==> config.mk <==
export PLATFORM = sky130hd
export DESIGN_NAME = uart_tx_cfg
export DESIGN_NICKNAME = d
export VERILOG_FILES = /design/src/rtl/uart_tx_cfg.sv
export SDC_FILE = /design/constraint.sdc
export NUM_CORES = 1
export LEC_CHECK = 0
export ABC_AREA = 1
export CORE_MARGIN = 8
export CORE_UTILIZATION = 52
export DETAILED_ROUTE_END_ITERATION = 7
export GPL_ROUTABILITY_DRIVEN = 0
export HOLD_SLACK_MARGIN = 0.1
export PLACE_DENSITY = 0.78
export SLEW_MARGIN = 20
export SYNTH_ARGS = -nofsm -noshare
export SYNTH_HDL_FRONTEND = slang
export SYNTH_SLANG_ARGS = --single-unit
==> constraint.sdc <==
create_clock -name i_clk -period 1.55 [get_ports i_clk]
set_input_delay 0.31 -clock i_clk [delete_from_list [all_inputs] [get_ports i_clk]]
set_output_delay 0.31 -clock i_clk [all_outputs]
set_load 0.03 [all_outputs]
==> src/rtl/uart_tx_cfg.sv <==
// UART transmitter fed from a show-ahead FIFO: start bit, SIZE_DATA data bits LSB first,
// optional parity (build with UART_TX_PARITY_EN), one or two stop bits, OVER_SAMPLE ticks per bit.
module uart_tx_cfg #(
    parameter int SIZE_DATA   = 8,
    parameter int OVER_SAMPLE = 16
) (
    input  logic                 i_clk,
    input  logic                 i_rst_n,
    input  logic                 i_stick,
    input  logic                 i_tx_en,
    input  logic                 i_fifo_empty,
    input  logic [SIZE_DATA-1:0] i_tx_data,
    input  logic                 i_stop2,
    input  logic                 i_parity_en,
    input  logic                 i_parity_odd,
    output logic                 o_rd_en,
    output logic                 o_tx_serial,
    output logic                 o_tx_done,
    output logic                 o_valid
);

    localparam int CW = $clog2(OVER_SAMPLE);
    localparam int BW = $clog2(SIZE_DATA);

    typedef enum logic [2:0] {IDLE, START, DATA, PARITY, STOP} state_t;

    state_t               state, state_nx;
    logic [CW-1:0]        tick_cnt, tick_cnt_nx;
    logic [BW-1:0]        bit_idx, bit_idx_nx;
    logic                 second_stop, second_stop_nx;
    logic [SIZE_DATA-1:0] data_q;
    logic                 stop2_q;
    logic                 armed;
    logic                 bit_done;
    logic                 load;

`ifdef UART_TX_PARITY_EN
    logic par_en_q;
    logic par_bit_q;
`else
    logic unused_parity;
    assign unused_parity = i_parity_en ^ i_parity_odd;
`endif

    assign bit_done = i_stick && (tick_cnt == CW'(OVER_SAMPLE - 1));
    assign o_valid  = (state != IDLE);
    assign o_rd_en  = load;

    // NOTE: every signal driven here gets a default first, so no path leaves it unassigned
    // and no latch is inferred.
    always_comb begin
        state_nx       = state;
        tick_cnt_nx    = tick_cnt;
        bit_idx_nx     = bit_idx;
        second_stop_nx = second_stop;
        o_tx_serial    = 1'b1;
        o_tx_done      = 1'b0;

        if (state != IDLE && i_stick)
            tick_cnt_nx = bit_done ? '0 : tick_cnt + 1'b1;

        case (state)
            IDLE: ;
            START: begin
                o_tx_serial = 1'b0;
                if (bit_done) begin
                    state_nx   = DATA;
                    bit_idx_nx = '0;
                end
            end
            DATA: begin
                o_tx_serial = data_q[bit_idx];
                if (bit_done) begin
                    if (bit_idx == BW'(SIZE_DATA - 1)) begin
`ifdef UART_TX_PARITY_EN
                        state_nx = par_en_q ? PARITY : STOP;
`else
                        state_nx = STOP;
`endif
                        second_stop_nx = 1'b0;
                    end else begin
                        bit_idx_nx = bit_idx + 1'b1;
                    end
                end
            end
`ifdef UART_TX_PARITY_EN
            PARITY: begin
                o_tx_serial = par_bit_q;
                if (bit_done) begin
                    state_nx       = STOP;
                    second_stop_nx = 1'b0;
                end
            end
`endif
            STOP: begin
                if (bit_done) begin
                    if (stop2_q && !second_stop) begin
                        second_stop_nx = 1'b1;
                    end else begin
                        o_tx_done = 1'b1;
                        state_nx  = IDLE;
                    end
                end
            end
            default: state_nx = IDLE;
        endcase

        // A new frame may start from IDLE or directly in the done cycle (back-to-back).
        load = armed && i_tx_en && !i_fifo_empty && (state == IDLE || o_tx_done);
        if (load) begin
            state_nx    = START;
            tick_cnt_nx = '0;
        end
    end

    // NOTE: sequential state uses non-blocking assignments so every flop samples
    // pre-edge values regardless of statement order.
    always_ff @(posedge i_clk or negedge i_rst_n) begin
        if (!i_rst_n) begin
            state       <= IDLE;
            tick_cnt    <= '0;
            bit_idx     <= '0;
            second_stop <= 1'b0;
            data_q      <= '0;
            stop2_q     <= 1'b0;
            armed       <= 1'b0;
`ifdef UART_TX_PARITY_EN
            par_en_q    <= 1'b0;
            par_bit_q   <= 1'b0;
`endif
        end else begin
            state       <= state_nx;
            tick_cnt    <= tick_cnt_nx;
            bit_idx     <= bit_idx_nx;
            second_stop <= second_stop_nx;
            // Blocks loading in the first cycle after reset release.
            armed       <= 1'b1;
            if (load) begin
                data_q    <= i_tx_data;
                stop2_q   <= i_stop2;
`ifdef UART_TX_PARITY_EN
                par_en_q  <= i_parity_en;
                par_bit_q <= (^i_tx_data) ^ i_parity_odd;
`endif
            end
        end
    end

endmodule

==> results.tsv, run 1 <==
metric	value	unit
outcome	complete, but fails checks	
failed_checks	negative setup slack	
area_growth	42.0	%
wirelength	2810	um
grt_pass1_wl	4600	um
yosysSeqAreaShare	44.4	%
final_common_cell	nand2_1	
synthesis.area	0.00118	mm^2
r2r_cells	11	
fin_crit_sh	118	%
cts_inserted_buffers	3	
fillers	162	
die_h	63.7	um
fin_util	76.8	%
avgRoutedWirePerCell	12.4	um
peakVddDrop	0.952	mV
worst_setup_path_end_kind	output port	
antenna_found_initial	0	
drc	0	
path_cells	ha_2 > nand2_4 > nor2_8 > nand3_4 > a21boi_4 > buf_6	
fin_ws	-0.277	ns
finalSetupViolCount	11	
yosys_warnings	0	
crit_family	flip-flops	
cts-root-to-sink-buffers	2	
vias	1128	
final_cell_mix	nand2_1 (51), nand3_1 (21), buf_4 (21)	
grt-ovfl-total	0	
syn_nets	172	
worst_ep_required_time	1.24	ns
slowest_stage	dfrtp_1	
syn_inst	153	
avgSynthCellArea	7.74	um^2
power-per-cell-area	1350	mW/mm^2
grt_pass1_vias	1083	
grt_max_degree	22	
dieArea	0.00406	mm^2
arrival	1.52	ns
cap_violations	0	
hold_buffers	0	
rsz0062_at_grt	yes	
drive_gt1_share	29.6	%
max_clock_freq	547	MHz
p_leak	0.899	nW
slew_violations	0	
nNetsFinal	219	
critPathMaxStageDelay	0.37	ns
ioPinCount	20	
skew	0.00699	ns
hp-class	primary input to asynchronous set/reset pin	
htree_levels	1	
tns	-0.928	ns
fin_total_pwr	2.28	mW
avgViaCountPerCell	4.97	
critical_path_depth	6	
synth_seq_cells	21	
die_w	63.7	um
worstSetupStartpointType	register	
crit_path_max_fanout	3	
core-area	0.00219	mm^2
drt.antenna.violating_nets	0	
numPortBuffers	17	
multi_input_area	638	um^2
firstDrtPassIters	4	
initial_core_util	54.1	%
num_rows	17	
finalHoldViolCount	0	
whs	0.333	ns
cts_tree	done	
root_buffer	clkbuf_4	
clk_pin_slew_worst_paths	0.12	ns
path_buf_inv	1	
diodes	0	
clk_latency	0.30	ns
hpwl	1970	um
drtIter0Drc	36	
track_usage	13.5	%
fin_crit	1.83	ns
cts_num_sinks	21	
netlist-cell-type-count	20	
final-seq-area	527	um^2
crit_type	register to output port	
==> final timing paths <==
kind                       slack [ns]    endpoint        start
max                             -0.28     o_rd_en  tick_cnt[0]
min                              0.33    state[0]      i_rst_n
max reg2reg                     -0.10  bit_idx[2]   bit_idx[0]
min reg2reg                      0.49   data_q[0]    data_q[0]
max in group asynchronous        0.99  bit_idx[0]      i_rst_n
min in group i_clk               0.49   data_q[0]    data_q[0]
==> power by group <==
part | internal (mW) | total (mW) | switching (mW)
registers | 0.724 | 0.854 | 0.130
clock network | 0.100 | 0.269 | 0.169
logic | 0.531 | 1.15 | 0.622
==> state kept, by name, summed over array words and instances (netlist names) <==
signal and flops:
stop2_q 1, armed 1, bit_idx 3, tick_cnt 4, data_q 8, state 3
second_stop 1
==> repair_timing <==
action / 4_1_cts / 5_1_grt
buffers inserted: 5 / 9
resized for setup: 10 / 20
pin swaps: 5 / 10
cloned: 0 / 0
hold endpoints to repair: 0 / 0
endpoints found under the setup margin: 4 / 8
==> metal layers <==
layer  wire [um]  GRT usage, %
met5           0             0
met1        1280          16.0
met2        1420          23.4
met4           0          4.46
met3         111          3.14
==> metrics by stage <==
stage | instances | area [um^2] | setup WS, ns
floorplan | 153 | 1190 | 0.00733
global placement | 209 | 1470 | -0.183
detailed placement | 209 | 1470 | -0.239
CTS | 218 | 1550 | -0.237
global route | 227 | 1680 | -0.348
finish | 227 | 1680 | -0.277
==> cells in the mapped netlist, drive strengths merged <==
cell	n	share of area (%)
nand2	57	20
nand3	23	12
dfrtp	21	44
inv	18	5.7
nor2	18	7.7
ha	3	3.2
o21ai	3	1.3
nand4	2	1.1
o21bai	2	1.3
a21boi	1	1.6
a21oi	1	0.42
clkbuf	1	0.63
conb	1	0.32
nand3b	1	0.63
or2	1	0.53
==> final cells by class <==
class	instances	share of cell area, %
Multi-Input combinational cell	113	37.9
Inverter	18	4.01
Tap cell	28	2.08
Timing Repair Buffer	43	23.1
Clock buffer	4	1.56
Sequential cell	21	31.3
==> worst register-to-register path: cells and delay by family, from the launching register on <==
family | cells | cell delay [ns]
flops | 1 | 0.46
simple gates | 5 | 0.40
fa+ha+maj | 2 | 0.31
buf+inv | 4 | 0.39
==> cells by family after synthesis <==
group / Yosys count / share of synthesized area [%]
other: 1 / 0.316
AND/OR/NAND/NOR: 102 / 41.3
AO/OA/AOI/OAI: 7 / 4.54
flip-flops: 21 / 44.4
adder cells (fa/ha/maj): 3 / 3.17
buffers and inverters: 19 / 6.34
Note: power is estimated with default switching activity, not from simulation.
==> run 2: changes to the inputs <==
--- a/config.mk
+++ b/config.mk
@@ -8,6 +8,7 @@
 export ABC_AREA = 1
 export CORE_MARGIN = 8
 export CORE_UTILIZATION = 52
+export CTS_CLUSTER_SIZE = 16
 export DETAILED_ROUTE_END_ITERATION = 7
 export GPL_ROUTABILITY_DRIVEN = 0
 export HOLD_SLACK_MARGIN = 0.1
==> results of run 2 <==
The final DEF is identical to that of run 1; final timing and power are the same.
==> variant: new RTL, flow settings as in run 1 <==
The 5 states of `state_t` get a one-hot encoding in 5 bits.
--- a/src/rtl/uart_tx_cfg.sv
+++ b/src/rtl/uart_tx_cfg.sv
@@ -23,5 +23,5 @@
     localparam int BW = $clog2(SIZE_DATA);
 
-    typedef enum logic [2:0] {IDLE, START, DATA, PARITY, STOP} state_t;
+    typedef enum logic [4:0] {IDLE = 5'b00001, START = 5'b00010, DATA = 5'b00100, PARITY = 5'b01000, STOP = 5'b10000} state_t;
 
     state_t               state, state_nx;
Behaviour: no difference found for any inputs over 10 cycles, from zero or initial values and one cycle with i_rst_n low; not proved beyond that.
==> variant against run 1 <==
- the flow still finishes with violations (setup timing)
- global-route usage up 0.34 points
- first-iteration DRC count is 11% higher
- area after synthesis down 1.2%
- final cell count decreased by 4.0%
- design area shrank 5.5%
- sequential cell count rose by 1
- total power decreased by 6.6%
- critical path type unchanged
- combinational power shrank 29%
- routed wire length decreased by 7.3%
- setup slack worse by 0.027 ns
- sequential share of layout area up 3.5 points
- largest power group is now sequential cells
- clock skew fell by 0.0037 ns
==> variant: results (changes against run 1) <==
stage;metric;value;unit;change
finish;fin cells;218;;-4.0%
yosys;Avg Cell Area, Syn;7.60;µm²;-1.8%
clock_network;CTS HTree Levels;1;;unchanged
timing;final setup vio count;4;;-7
yosys;library cells used by synthesis;24;;+20%
yosys;Post-synth ARST share;100;%;unchanged
yosys;top post-synthesis cells by count;59 x nand2_1, 21 x dfrtp_1, 17 x inv_1;;
setup_path;Worst path top cell family by delay;flip-flops;;
routing;WL/cell;11.9;µm;-3.5%
clock_network;number of buffers created by CTS;3;;unchanged
finish;fillers;179;;+10%
global_route;total track usage;13.8;%;+0.34 points
power_and_ir_drop;LEAKAGE;0.842;nW;-6.3%
setup_path;CP peak stage delay;0.56;ns;+0.19 ns
global_route;first-pass GRT wire length;4570;µm;-0.46%
finish;nets;210;;-4.1%
placed_design;placed cell areas;1470;µm²;unchanged
clock_network;Root Buffer;clkbuf_4;;
placed_design;Placement Setup Slack;-0.173;ns;+0.0665 ns
routing;TritonRoute pass-1 iters;6;;+2
run_status;failing checks;setup timing;;
min_path;Hold Crit Class;input port to asynchronous set/reset pin;;
clock_network;clock-pin transition on the worst setup and hold timing paths;0.12;ns;about the same
setup_path;arrival time at the worst endpoint;1.54;ns;+0.02 ns
yosys;synth top area cells;dfrtp_1 45%, nand2_1 19%, inv_1 5.4%;;
setup_path;r2r endpoint;tick_cnt[3];;
finish;Largest regs;data_q (8), state (4), tick_cnt (4);;
setup_path;Worst Setup SP;state[0];;
timing;clk_skew;0.00328;ns;-0.00372 ns
yosys;Syn Nets;173;;+0.58%
timing;setup slack after layout;-0.304;ns;-0.0265 ns
timing;Fin Setup TNS;-1.03;ns;-0.106 ns
clock_network;Worst-Skew Late Latency;0.31;ns;
global_route;initial antenna violation count;0;;unchanged
setup_path;cells on worst reg2reg path;9;;-2
placed_design;I/O Buffers;17;;unchanged
yosys;Synth warnings;0;;unchanged
routing;DR iter-0 viols;40;;+11%
run_status;status;finished with violations;;
setup_path;CP max stage cell;dfstp_2;;
setup_path;Reg2Reg Setup Slack;0.04;ns;+0.14 ns
setup_path;CP max FO;2;;-1
routing;DR vias;1065;;-5.6%
global_route;largest net degree at the start of global routing;23;;+4.5%
placed_design;HPWL after DPL;1970;µm;-0.19%
clock_network;CTS Buffer Depth;2;;unchanged
finish;diode count;0;;unchanged
yosys;ys flop type;dfrtp_1;;
timing;smallest hold slack;0.331;ns;-0.00275 ns
yosys;register area share after synthesis;47.1;%;+2.8 points
power_and_ir_drop;peak supply drop;1200;µV;+26%
finish;share of cells above drive strength 1;23.2;%;-6.5 points
-- variant: per-layer routing --
layer	part of all wire [%]	track usage, %	vias to the layer above
met5	0	0	-
met4	1.3	6.13	0
met3	2.6	3.53	4
met2	51	23.3	17
met1	45	16.0	492
li1	-	-	552
-- variant: cell type report --
type,count,area (µm²),share of cell area (%)
Timing Repair Buffer,34,312,19.6
Clock inverter,1,30.0,1.89
Inverter,19,76.3,4.80
Multi-Input combinational cell,111,562,35.3
Tap cell,28,35.0,2.20
Clock buffer,3,22.5,1.42
Sequential cell,22,553,34.8
-- variant: how the worst max path moves through the flow --
stage,end,cells after the start
after floorplan,o_rd_en,7
after global placement,o_rd_en,8
after detailed placement,o_valid,4
after CTS,o_rd_en,8
after global routing,o_rd_en,8
final,o_rd_en,8
-- variant: cells by family (layout without fill, tap and decap cells) --
| group | Yosys count | in the layout | share of synthesized area, % |
|---|---|---|---|
| flops | 22 | 22 | 47.1 |
| simple gates | 92 | 92 | 33.5 |
| buf+inv | 21 | 57 | 7.80 |
| fa+ha+maj | 3 | 3 | 3.21 |
| other cells | 1 | 1 | 0.320 |
| xor+xnor | 1 | 1 | 0.748 |
| compound gates | 14 | 14 | 7.26 |
-- variant: where the power goes --
part           internal [mW]  switching (mW)
clock network          0.262           0.174
logic                  0.360           0.455
registers              0.763           0.113
total                   1.39           0.742
-- variant: repair_timing --
action / CTS / global route
resized for setup: 18 / 3
pin swaps: 3 / 3
setup buffers: 1 / 1
setup endpoints to repair: 6 / 20
